===== config.mk =====
export PLATFORM = sky130hd
export DESIGN_NAME = river_crossing_engine_flat
export DESIGN_NICKNAME = d
export VERILOG_FILES = /design/src/rtl/river_crossing_engine_if.sv /design/src/rtl/river_crossing_engine.sv /design/src/flat_wrapper.sv
export SDC_FILE = /design/constraint.sdc
export NUM_CORES = 1
export LEC_CHECK = 0
export ABC_CLOCK_PERIOD_IN_PS = 6020
export BUFFER_PORTS_ARGS = -buffer_cell sky130_fd_sc_hd__buf_2
export CELL_PAD_IN_SITES_DETAIL_PLACEMENT = 0
export CELL_PAD_IN_SITES_GLOBAL_PLACEMENT = 2
export CORE_UTILIZATION = 35
export CTS_CLUSTER_DIAMETER = 50
export CTS_CLUSTER_SIZE = 8
export DETAILED_ROUTE_END_ITERATION = 10
export GPL_ROUTABILITY_DRIVEN = 0
export PLACE_DENSITY = 0.94
export SYNTH_ARGS = -nofsm -noshare
export SYNTH_HDL_FRONTEND = slang
export SYNTH_SLANG_ARGS = --single-unit

===== constraint.sdc =====
create_clock -name clk_4Hz -period 6.02 [get_ports clk_4Hz]
set_input_delay 0.903 -clock clk_4Hz [delete_from_list [all_inputs] [get_ports clk_4Hz]]
set_output_delay 0.903 -clock clk_4Hz [all_outputs]
set_load 0.05 [all_outputs]

===== src/rtl/river_crossing_engine_if.sv =====
// Request/undo handshake between the button front end and the river-crossing engine.
// The front end drives the master side; the engine is the slave.
interface river_crossing_engine_if #(
  parameter int N_PASS = 3
) ();
  logic              req_valid;
  logic [N_PASS-1:0] req_mask;
  logic              req_ready;
  logic              req_err;
  logic              undo_req;

  modport master (output req_valid, req_mask, undo_req, input req_ready, req_err);
  modport slave  (input req_valid, req_mask, undo_req, output req_ready, req_err);
endinterface


===== src/rtl/river_crossing_engine.sv =====
// Parametrised river-crossing puzzle engine: canoe crossings, conflict/limit judging, BCD move count.
// Define RIVER_UNDO_EN to build the undo stack that replays past crossings in reverse.
module river_crossing_engine #(
  parameter int                        N_PASS         = 3,
  parameter int                        CAP            = 1,
  parameter int                        STEPS          = 4,
  parameter int                        TICKS_PER_STEP = 4,
  parameter logic [N_PASS*N_PASS-1:0]  CONFLICT       = 9'h006,
  parameter int                        LIMIT0         = 15,
  parameter int                        LIMIT1         = 13,
  parameter int                        LIMIT2         = 9,
  parameter int                        LIMIT3         = 7,
  parameter int                        HIST_DEPTH     = 8
) (
  input  logic                     clk_4Hz,
  input  logic                     btn_0_out,
  input  logic                     play_en,
  input  logic [1:0]               difficulty,
  river_crossing_engine_if.slave   req,
  output logic [N_PASS-1:0]        pos,
  output logic                     canoe_pos,
  output logic [N_PASS-1:0]        moving,
  output logic [$clog2(STEPS)-1:0] boat_cell,
  output logic [3:0]               ones,
  output logic [3:0]               tens,
  output logic [1:0]               game_state
);
  localparam int CW = $clog2(STEPS);
  localparam int TW = (TICKS_PER_STEP > 1) ? $clog2(TICKS_PER_STEP) : 1;

  typedef enum logic [1:0] {IDLE, CROSS, CHECK, DONE} state_t;

  state_t            state_q;
  logic [N_PASS-1:0] pos_q, moving_q;
  logic              canoe_q, undo_q, err_q;
  logic [CW-1:0]     cell_q;
  logic [TW-1:0]     tick_q;
  logic [3:0]        ones_q, tens_q, ones_d, tens_d;
  logic [1:0]        gstate_q, diff_q;

  logic              req_ready_d, legal_d, step_d, arrive_d;
  logic              undo_fire_d, conflict_d, at_limit_d;
  logic [N_PASS-1:0] pop_mask_d;
  logic [CW-1:0]     cell_next_d, far_d;
  logic [6:0]        moves_bin_d, limit_d;
  logic [N_PASS*N_PASS-1:0] clash_d;

  assign req_ready_d = (state_q == IDLE) && play_en && (gstate_q == 2'd2);
  // Every carried passenger must stand on the canoe's bank.
  assign legal_d     = ((req.req_mask & (pos_q ^ {N_PASS{canoe_q}})) == '0)
                       && ($countones(req.req_mask) <= CAP);
  assign step_d      = (tick_q == TW'(TICKS_PER_STEP - 1));
  assign cell_next_d = canoe_q ? (cell_q - CW'(1)) : (cell_q + CW'(1));
  assign far_d       = canoe_q ? '0 : CW'(STEPS - 1);
  assign arrive_d    = (state_q == CROSS) && step_d && (cell_next_d == far_d);

  genvar gi, gj;
  generate
    for (gi = 0; gi < N_PASS; gi++) begin : g_row
      for (gj = 0; gj < N_PASS; gj++) begin : g_col
        if (gi != gj && (CONFLICT[gi*N_PASS+gj] || CONFLICT[gj*N_PASS+gi])) begin : g_pair
          assign clash_d[gi*N_PASS+gj] = (pos_q[gi] == pos_q[gj]) && (pos_q[gi] != canoe_q);
        end else begin : g_none
          assign clash_d[gi*N_PASS+gj] = 1'b0;
        end
      end
    end
  endgenerate
  assign conflict_d = |clash_d;

  assign moves_bin_d = 7'(tens_q) * 7'd10 + 7'(ones_q);
  always_comb begin
    case (diff_q)
      2'd0:    limit_d = 7'(LIMIT0);
      2'd1:    limit_d = 7'(LIMIT1);
      2'd2:    limit_d = 7'(LIMIT2);
      default: limit_d = 7'(LIMIT3);
    endcase
  end
  assign at_limit_d = (moves_bin_d == limit_d);

  // BCD count: saturates at 99 going up, floors at 00 going down.
  always_comb begin
    ones_d = ones_q;
    tens_d = tens_q;
    if (undo_q) begin
      if (ones_q != 4'd0) begin
        ones_d = ones_q - 4'd1;
      end else if (tens_q != 4'd0) begin
        ones_d = 4'd9;
        tens_d = tens_q - 4'd1;
      end
    end else if (!(ones_q == 4'd9 && tens_q == 4'd9)) begin
      if (ones_q == 4'd9) begin
        ones_d = 4'd0;
        tens_d = tens_q + 4'd1;
      end else begin
        ones_d = ones_q + 4'd1;
      end
    end
  end

`ifdef RIVER_UNDO_EN
  localparam int HW = (HIST_DEPTH > 1) ? $clog2(HIST_DEPTH) : 1;

  // Circular stack: a push onto a full stack silently overwrites the oldest entry.
  logic [N_PASS-1:0] hist_mem [HIST_DEPTH];
  logic [HW-1:0]     top_q, top_prev_d, top_next_d;
  logic [HW:0]       depth_q;

  assign top_prev_d  = (top_q == '0) ? HW'(HIST_DEPTH - 1) : (top_q - HW'(1));
  assign top_next_d  = (top_q == HW'(HIST_DEPTH - 1)) ? '0 : (top_q + HW'(1));
  assign undo_fire_d = (state_q == IDLE) && (gstate_q == 2'd2) && req.undo_req && (depth_q != '0);
  assign pop_mask_d  = hist_mem[top_prev_d];

  always_ff @(posedge clk_4Hz) begin
    if (!btn_0_out && arrive_d && !undo_q) begin
      hist_mem[top_q] <= moving_q;
    end
  end

  always_ff @(posedge clk_4Hz) begin
    if (btn_0_out) begin
      top_q   <= '0;
      depth_q <= '0;
    end else if (undo_fire_d) begin
      top_q   <= top_prev_d;
      depth_q <= depth_q - (HW+1)'(1);
    end else if (arrive_d && !undo_q) begin
      top_q <= top_next_d;
      if (depth_q != (HW+1)'(HIST_DEPTH)) begin
        depth_q <= depth_q + (HW+1)'(1);
      end
    end
  end
`else
  assign undo_fire_d = 1'b0;
  assign pop_mask_d  = '0;
  wire unused_undo = &{1'b0, req.undo_req, HIST_DEPTH[0]};
`endif

  always_ff @(posedge clk_4Hz) begin
    if (btn_0_out) begin
      state_q  <= IDLE;
      pos_q    <= '0;
      canoe_q  <= 1'b0;
      moving_q <= '0;
      cell_q   <= '0;
      tick_q   <= '0;
      ones_q   <= 4'd0;
      tens_q   <= 4'd0;
      gstate_q <= 2'd2;
      err_q    <= 1'b0;
      undo_q   <= 1'b0;
      diff_q   <= difficulty;
    end else begin
      err_q <= 1'b0;
      case (state_q)
        IDLE: begin
          tick_q <= '0;
          if (undo_fire_d) begin
            moving_q <= pop_mask_d;
            undo_q   <= 1'b1;
            state_q  <= CROSS;
          end else if (req.req_valid && req_ready_d) begin
            if (legal_d) begin
              moving_q <= req.req_mask;
              undo_q   <= 1'b0;
              state_q  <= CROSS;
            end else begin
              err_q <= 1'b1;
            end
          end
        end
        CROSS: begin
          if (step_d) begin
            tick_q <= '0;
            cell_q <= cell_next_d;
            if (arrive_d) begin
              pos_q    <= pos_q ^ moving_q;
              canoe_q  <= ~canoe_q;
              moving_q <= '0;
              ones_q   <= ones_d;
              tens_q   <= tens_d;
              state_q  <= CHECK;
            end
          end else begin
            tick_q <= tick_q + TW'(1);
          end
        end
        CHECK: begin
          if (&pos_q) begin
            gstate_q <= 2'd1;
            state_q  <= DONE;
          end else if (conflict_d || at_limit_d) begin
            gstate_q <= 2'd0;
            state_q  <= DONE;
          end else begin
            state_q <= IDLE;
          end
        end
        default: ;
      endcase
    end
  end

  assign req.req_ready = req_ready_d;
  assign req.req_err   = err_q;
  assign pos           = pos_q;
  assign canoe_pos     = canoe_q;
  assign moving        = moving_q;
  assign boat_cell     = cell_q;
  assign ones          = ones_q;
  assign tens          = tens_q;
  assign game_state    = gstate_q;
endmodule


===== src/flat_wrapper.sv =====
// flat-port wrapper written by rule: the top's interface ports become plain ports
module river_crossing_engine_flat 
#(
  parameter int                        N_PASS         = 3,
  parameter int                        CAP            = 1,
  parameter int                        STEPS          = 4,
  parameter int                        TICKS_PER_STEP = 4,
  parameter logic [N_PASS*N_PASS-1:0]  CONFLICT       = 9'h006,
  parameter int                        LIMIT0         = 15,
  parameter int                        LIMIT1         = 13,
  parameter int                        LIMIT2         = 9,
  parameter int                        LIMIT3         = 7,
  parameter int                        HIST_DEPTH     = 8
)
  (clk_4Hz, btn_0_out, play_en, difficulty, pos, canoe_pos, moving, boat_cell, ones, tens, game_state, req_req_valid, req_req_mask, req_undo_req, req_req_ready, req_req_err);
  river_crossing_engine_if #(.N_PASS(N_PASS)) req_i ();
  input  logic clk_4Hz;
  input  logic btn_0_out;
  input  logic play_en;
  input  logic [1:0] difficulty;
  output logic [N_PASS-1:0] pos;
  output logic canoe_pos;
  output logic [N_PASS-1:0] moving;
  output logic [$clog2(STEPS)-1:0] boat_cell;
  output logic [3:0] ones;
  output logic [3:0] tens;
  output logic [1:0] game_state;
  input wire logic [$bits(req_i.req_valid)-1:0] req_req_valid;
  input wire logic [$bits(req_i.req_mask)-1:0] req_req_mask;
  input wire logic [$bits(req_i.undo_req)-1:0] req_undo_req;
  output wire logic [$bits(req_i.req_ready)-1:0] req_req_ready;
  output wire logic [$bits(req_i.req_err)-1:0] req_req_err;
  assign req_i.req_valid = req_req_valid;
  assign req_i.req_mask = req_req_mask;
  assign req_i.undo_req = req_undo_req;
  assign req_req_ready = req_i.req_ready;
  assign req_req_err = req_i.req_err;
  river_crossing_engine #(.N_PASS(N_PASS), .CAP(CAP), .STEPS(STEPS), .TICKS_PER_STEP(TICKS_PER_STEP), .CONFLICT(CONFLICT), .LIMIT0(LIMIT0), .LIMIT1(LIMIT1), .LIMIT2(LIMIT2), .LIMIT3(LIMIT3), .HIST_DEPTH(HIST_DEPTH)) u_core (.clk_4Hz(clk_4Hz), .btn_0_out(btn_0_out), .play_en(play_en), .difficulty(difficulty), .req(req_i), .pos(pos), .canoe_pos(canoe_pos), .moving(moving), .boat_cell(boat_cell), .ones(ones), .tens(tens), .game_state(game_state));
endmodule

# Yosys cells after proc, flatten, opt, wreduce, memory -nomap -nowiden

Index checks and enable logic that the tools add are counted.

Add/sub/neg operators: 8
Multipliers: 1
Div/mod/pow operators: 0
Magnitude comparators: 1
Eq/ne operators: 21
Shifts and indexed selects: 0
Multiplexer cells: 24
Bitwise logic cells: 7
Reductions and logical operators: 28

Operator list:

| operator                                                         | number |
|---|---|
| adder 32 x 1 -> 32 bit                                           | 1 |
| less-or-equal comparator 32 x 2 -> 1 bit (second input constant) | 1 |
| two-way mux 2 bit                                                | 11 |
| two-way mux 4 bit                                                | 4 |
| AND reduction 5 bit                                              | 3 |
| two-way mux 3 bit                                                | 4 |
| case mux 4 bit (3 select lines)                                  | 1 |
| logical AND 1 bit                                                | 11 |
| adder 4 x 1 -> 4 bit (second input constant)                     | 2 |
| equality test 2 bit (second input constant)                      | 4 |
| equality test 4 bit (second input constant)                      | 2 |
| adder 7 x 4 -> 7 bit                                             | 1 |
| equality test 7 x 4 -> 1 bit                                     | 1 |
| multiplier 4 x 3 -> 6 bit (second input constant)                | 1 |
| != test 2 x 1 -> 1 bit (second input constant)                   | 3 |
| case mux 2 bit (3 select lines)                                  | 1 |
| case mux 3 bit (2 select lines)                                  | 1 |
| AND reduction 3 bit                                              | 2 |
| XOR 3 bit                                                        | 2 |
| adder 2 x 1 -> 2 bit (second input constant)                     | 2 |
| equality test 1 bit                                              | 4 |
| equality test 2 x 1 -> 1 bit (second input constant)             | 2 |
| zero test 2 bit                                                  | 2 |
| NOT 1 bit                                                        | 4 |
| 16 further kinds                                                 | 20 |

Register bits after elaboration: 26
Latch bits: 0
Bits in writable memories: 0
ROM bits: 0
Input port bits: 10
Word-level logic and storage cells: 101
Memories: 0

# Longest topological paths before layout

Depth in word-level cells: 7
Depth in mapped cells: 10
Gate-level depth less buffers: 9

# Least setup slack after synthesis

Ideal clock, no wire load.

Path type: register -> register
From: reg u_core.tens_q[1], in the netlist u_core.tens[1]
To: reg u_core.state_q[0]
Arrival: 2785 ps
Required time: 5900 ps
Path slack: 3115 ps
Cell stages (with the launch flop): 10
Buffers on the path: 0
Clock period less this slack: 2905 ps
Path through: dfxtp_1 -> ha_1 -> ha_1 -> inv_1 -> fa_1 -> or3_1 -> and3_1 -> o2111ai_1 -> a21boi_1 -> o31a_1

Word-level cells in the longest chain between the ends: 7

Ends and longest elaborated chain:

| element                         | RTL line                     | RTL |
|---|---|---|
| from (decl)                     | river_crossing_engine.sv:38  | `logic [3:0] ones_q, tens_q, ones_d, tens_d;` |
| from (signal assigned)          | river_crossing_engine.sv:184 | `tens_q <= tens_d;` |
| multiplier 4 x 3 -> 6 bit       | river_crossing_engine.sv:71  | `assign moves_bin_d = 7'(tens_q) * 7'd10 + 7'(ones_q);` |
| adder 7 x 4 -> 7 bit            | river_crossing_engine.sv:71  |  |
| equality test 7 x 4 -> 1 bit    | river_crossing_engine.sv:80  | `assign at_limit_d = (moves_bin_d == limit_d);` |
| logical OR 1 bit                | river_crossing_engine.sv:195 | `end else if (conflict_d \|\| at_limit_d) begin` |
| two-way mux 2 bit               | river_crossing_engine.sv:195 |  |
| two-way mux 2 bit               | river_crossing_engine.sv:192 | `if (&pos_q) begin` |
| case mux 2 bit (3 select lines) | river_crossing_engine.sv:158 | `case (state_q)` |
| to (signal assigned)            | river_crossing_engine.sv:194 | `state_q <= DONE;` |
| to (signal assigned)            | river_crossing_engine.sv:197 | `state_q <= DONE;` |
| to (signal assigned)            | river_crossing_engine.sv:199 | `state_q <= IDLE;` |
| to (decl)                       | river_crossing_engine.sv:33  | `state_t state_q;` |

No other way between the ends.
A chain may end at the register's enable or synchronous reset.

# Worst setup path after layout

Ends and elaborated chain as after synthesis.

==> impl_metrics.ini <==
[clock_tree]
cts-root-to-sink-buffers = 2
inserted_clock_buffers = 3
cts_resized = 0
post_cts_hold_buffer_count = 0
clock_sinks = 26
cts_setup_buffers = 0
cts_root_cell = sky130_fd_sc_hd__clkbuf_8
htree_levels = 1
worst_skew_pair_latency_ns = 0.27
cts_tree = done
clock_pin_slew_on_the_worst_setup_and_hold_paths_ns = 0.09

[finish]
layout-area-overhead-vs-synth_pct = 14.48
area_of_the_multi_input_gates_mm2 = 0.001036
finish.cell_count_without_fillers = 269
nNetsFinal = 246
ff_latch_area_um2 = 540.5
final_core_utilization_pct = 42.67
final.fill_count = 440
diodes = 0
post_route_cells_drive_above_1_share_pct = 20.74

[logic_synthesis]
asyncSetResetFlopFracSynth_pct = 0
synthTopCellsByArea = sky130_fd_sc_hd__dfxtp_1 (29%), sky130_fd_sc_hd__ha_1 (12%), sky130_fd_sc_hd__nor2_1 (5.2%), sky130_fd_sc_hd__o21ai_0 (4.5%), sky130_fd_sc_hd__xnor2_1 (4.2%)
post_synth.cell_area_avg_um2 = 8.825
synth-seq-cells = 26
synth.largest_area_cell = sky130_fd_sc_hd__dfxtp_1
synth_area_mm2 = 0.001668
synth-seq-area-share_pct = 32.41
yosysTopAreaCellShare_pct = 28.81
synth_edf_count = 2
synth_top_flop_cell = sky130_fd_sc_hd__dfxtp_1
synthCells = 189
netlist-cell-type-count = 48
net_count_of_the_mapped_netlist = 217
yosysWarningCount = 0

[pwr]
power_density_relative_to_cell_area_mw_per_mm2 = 185.2
power.leakage_uw = 0.0008210
power.ir.vdd_worst_v = 0.00007537

[setup_path]
setup.worst_path.start_class = register
end_kind = register
critPathArrivalTime_ns = 2.96
critPathRequiredTime_ns = 6.18
cp_max_fo = 7
critPathKind = reg2reg

[worst_hold_path]
hold_class = reg2reg

[global_routing]
global_route.overflow_total = 0
globalRouteTotalUtil_pct = 14.71
number_of_antenna_violations_at_the_first_check_in_global_routing = 0
grt_pass1_vias = 1359
global_route_wire_length_before_repair_mm = 5.940
grt_max_degree = 25

[floorplan]
start_util_pct = 37.28
fp.dieH_um = 71.03
top_level_ports = 31
die_area_mm2 = 0.005045
placement_rows = 24
design.core.area_mm2 = 0.004474
dieWidth_um = 71.03

[sta]
timing.setup.tns_ns = 0
report.final.setup_viol = 0
post-route-worst-setup-slack_ns = 3.223
hold_slack_ns = 0.4685
drv_slew = 0
max_clock_freq_mhz = 357.5
final.setup_skew_ns = 0.004180
layout_min_cycle_time_ns = 2.797
final-hold-violation-count = 0
max-slew-margin-rel_pct = 69.36
worstMarginPinSlew_ns = 0.4590
final.period_utilization_pct = 46.47
grt_setup_unrepaired = false

[drt]
drc_violations = 0
antenna_violating_nets_post_route = 0
wl_mm = 3.221
avgViaCountPerCell = 5.134
drt_iter0_markers = 44
routed-via-count = 1381
wire_per_inst_um = 11.97
first_pass_iters = 5

[run_status]
outcome = completed

[placement]
buffer_ports.inserted = 29
numPlacedInstances = 265
dp_slack_ns = 3.192
hpwlAfterDp_mm = 2.490

[flow_run]
cap_violations = 0
## logic make-up after synthesis
| family | Yosys count | share of synthesized area, % |
|---|---|---|
| AO/OA/AOI/OAI | 39 | 14.48 |
| buffers and inverters | 20 | 5.476 |
| flip-flops | 26 | 32.41 |
| multiplexers | 1 | 0.6002 |
| adder cells (fa/ha/maj) | 18 | 14.40 |
| AND/OR/NAND/NOR | 69 | 24.23 |
| XOR/XNOR | 16 | 8.402 |
## final cells by class
class | instances | share of cell area (%)
multi-input cells | 143 | 54.26
inverters | 15 | 2.949
clock buffers | 4 | 3.473
flip-flops and latches | 26 | 28.31
well taps | 52 | 3.408
repair buffers | 29 | 7.602
## cells in the mapped netlist (2+ instances only)
cell type,instances
sky130_fd_sc_hd__nor3_1,3
sky130_fd_sc_hd__nand3_1,5
sky130_fd_sc_hd__ha_1,16
sky130_fd_sc_hd__dfxtp_1,24
sky130_fd_sc_hd__nand2b_1,2
sky130_fd_sc_hd__edfxtp_1,2
sky130_fd_sc_hd__a21oi_1,9
sky130_fd_sc_hd__a31oi_1,3
sky130_fd_sc_hd__inv_1,15
sky130_fd_sc_hd__nand2_1,10
sky130_fd_sc_hd__xor2_1,8
sky130_fd_sc_hd__o21ai_0,15
sky130_fd_sc_hd__nor2b_1,3
sky130_fd_sc_hd__or3_1,3
sky130_fd_sc_hd__fa_1,2
sky130_fd_sc_hd__nor2_1,23
sky130_fd_sc_hd__nor3b_1,4
sky130_fd_sc_hd__and3_1,3
sky130_fd_sc_hd__buf_6,2
sky130_fd_sc_hd__xnor2_1,8
sky130_fd_sc_hd__clkbuf_1,2
## layout by cell type, fill, tap and decap left out, drive strengths merged, types with 2 or more instances in the layout
| master | count |
|---|---|
| nor2b | 3 |
| xor2 | 8 |
| fa | 2 |
| nor3 | 3 |
| a21oi | 9 |
| nand2b | 2 |
| clkbuf | 4 |
| buf | 29 |
| dfxtp | 24 |
| and3 | 4 |
| xnor2 | 8 |
| inv | 15 |
| edfxtp | 2 |
| nor4b | 2 |
| nand3 | 6 |
| ha | 16 |
| nor2 | 23 |
| or3 | 3 |
| nor3b | 4 |
| nand2 | 11 |
| a31oi | 3 |
| o21ai | 16 |
## worst paths after layout
kind / start / endpoint / slack (ns) / cells past startpoint
setup / recovery: u_core.tens[1] / u_core.state_q[0] / 3.22 / 9
hold / removal: u_core.moving[1] / u_core.moving[1] / 0.47 / 2
setup reg to reg: u_core.tens[1] / u_core.state_q[0] / 3.22 / 9
hold reg to reg: u_core.moving[1] / u_core.moving[1] / 0.47 / 2
## stage by stage
step,instance area [µm²],power [µW]
global placement,1843,230.4
finish,1909,353.6
global route,1909,373.4
floorplan,1668,220.9
detailed placement,1843,231.1
CTS,1909,360.9
## power breakdown
part           total (µW)  switching (µW)  internal (µW)  leakage (µW)
logic                44.4            27.4           17.0      0.000574
registers             182            4.28            178      0.000213
clock network         127            54.7           72.3     0.0000339
## sequential cells by signal, indices dropped and copies added (netlist names)
name	cells
u_core.ones	4
u_core.tens	4
u_core.moving	3
u_core.pos	3
u_core.boat_cell	2
u_core.diff_q	2
u_core.game_state	2
u_core.state_q	2
u_core.tick_q	2
u_core.canoe_pos	1
u_core.req.req_err	1
## worst max-delay path: stages (launching register included)
cell                        delay (ns)
sky130_fd_sc_hd__dfxtp_1          0.46
sky130_fd_sc_hd__ha_1             0.28
sky130_fd_sc_hd__ha_1             0.19
sky130_fd_sc_hd__inv_1            0.06
sky130_fd_sc_hd__fa_1             0.45
sky130_fd_sc_hd__or3_1            0.35
sky130_fd_sc_hd__and3_1           0.17
sky130_fd_sc_hd__o2111ai_1        0.25
sky130_fd_sc_hd__a21boi_1         0.17
sky130_fd_sc_hd__o31a_1           0.31
## metal layers
layer  vias up  routed length [µm]  track usage, %
met2        24                1521           25.00
met5         -                   0               0
met1       641                1571           18.80
li1        712                   -               -
met3         4                  88           2.422
met4         0                  41           5.333
Power figures use the tool's default switching activity.
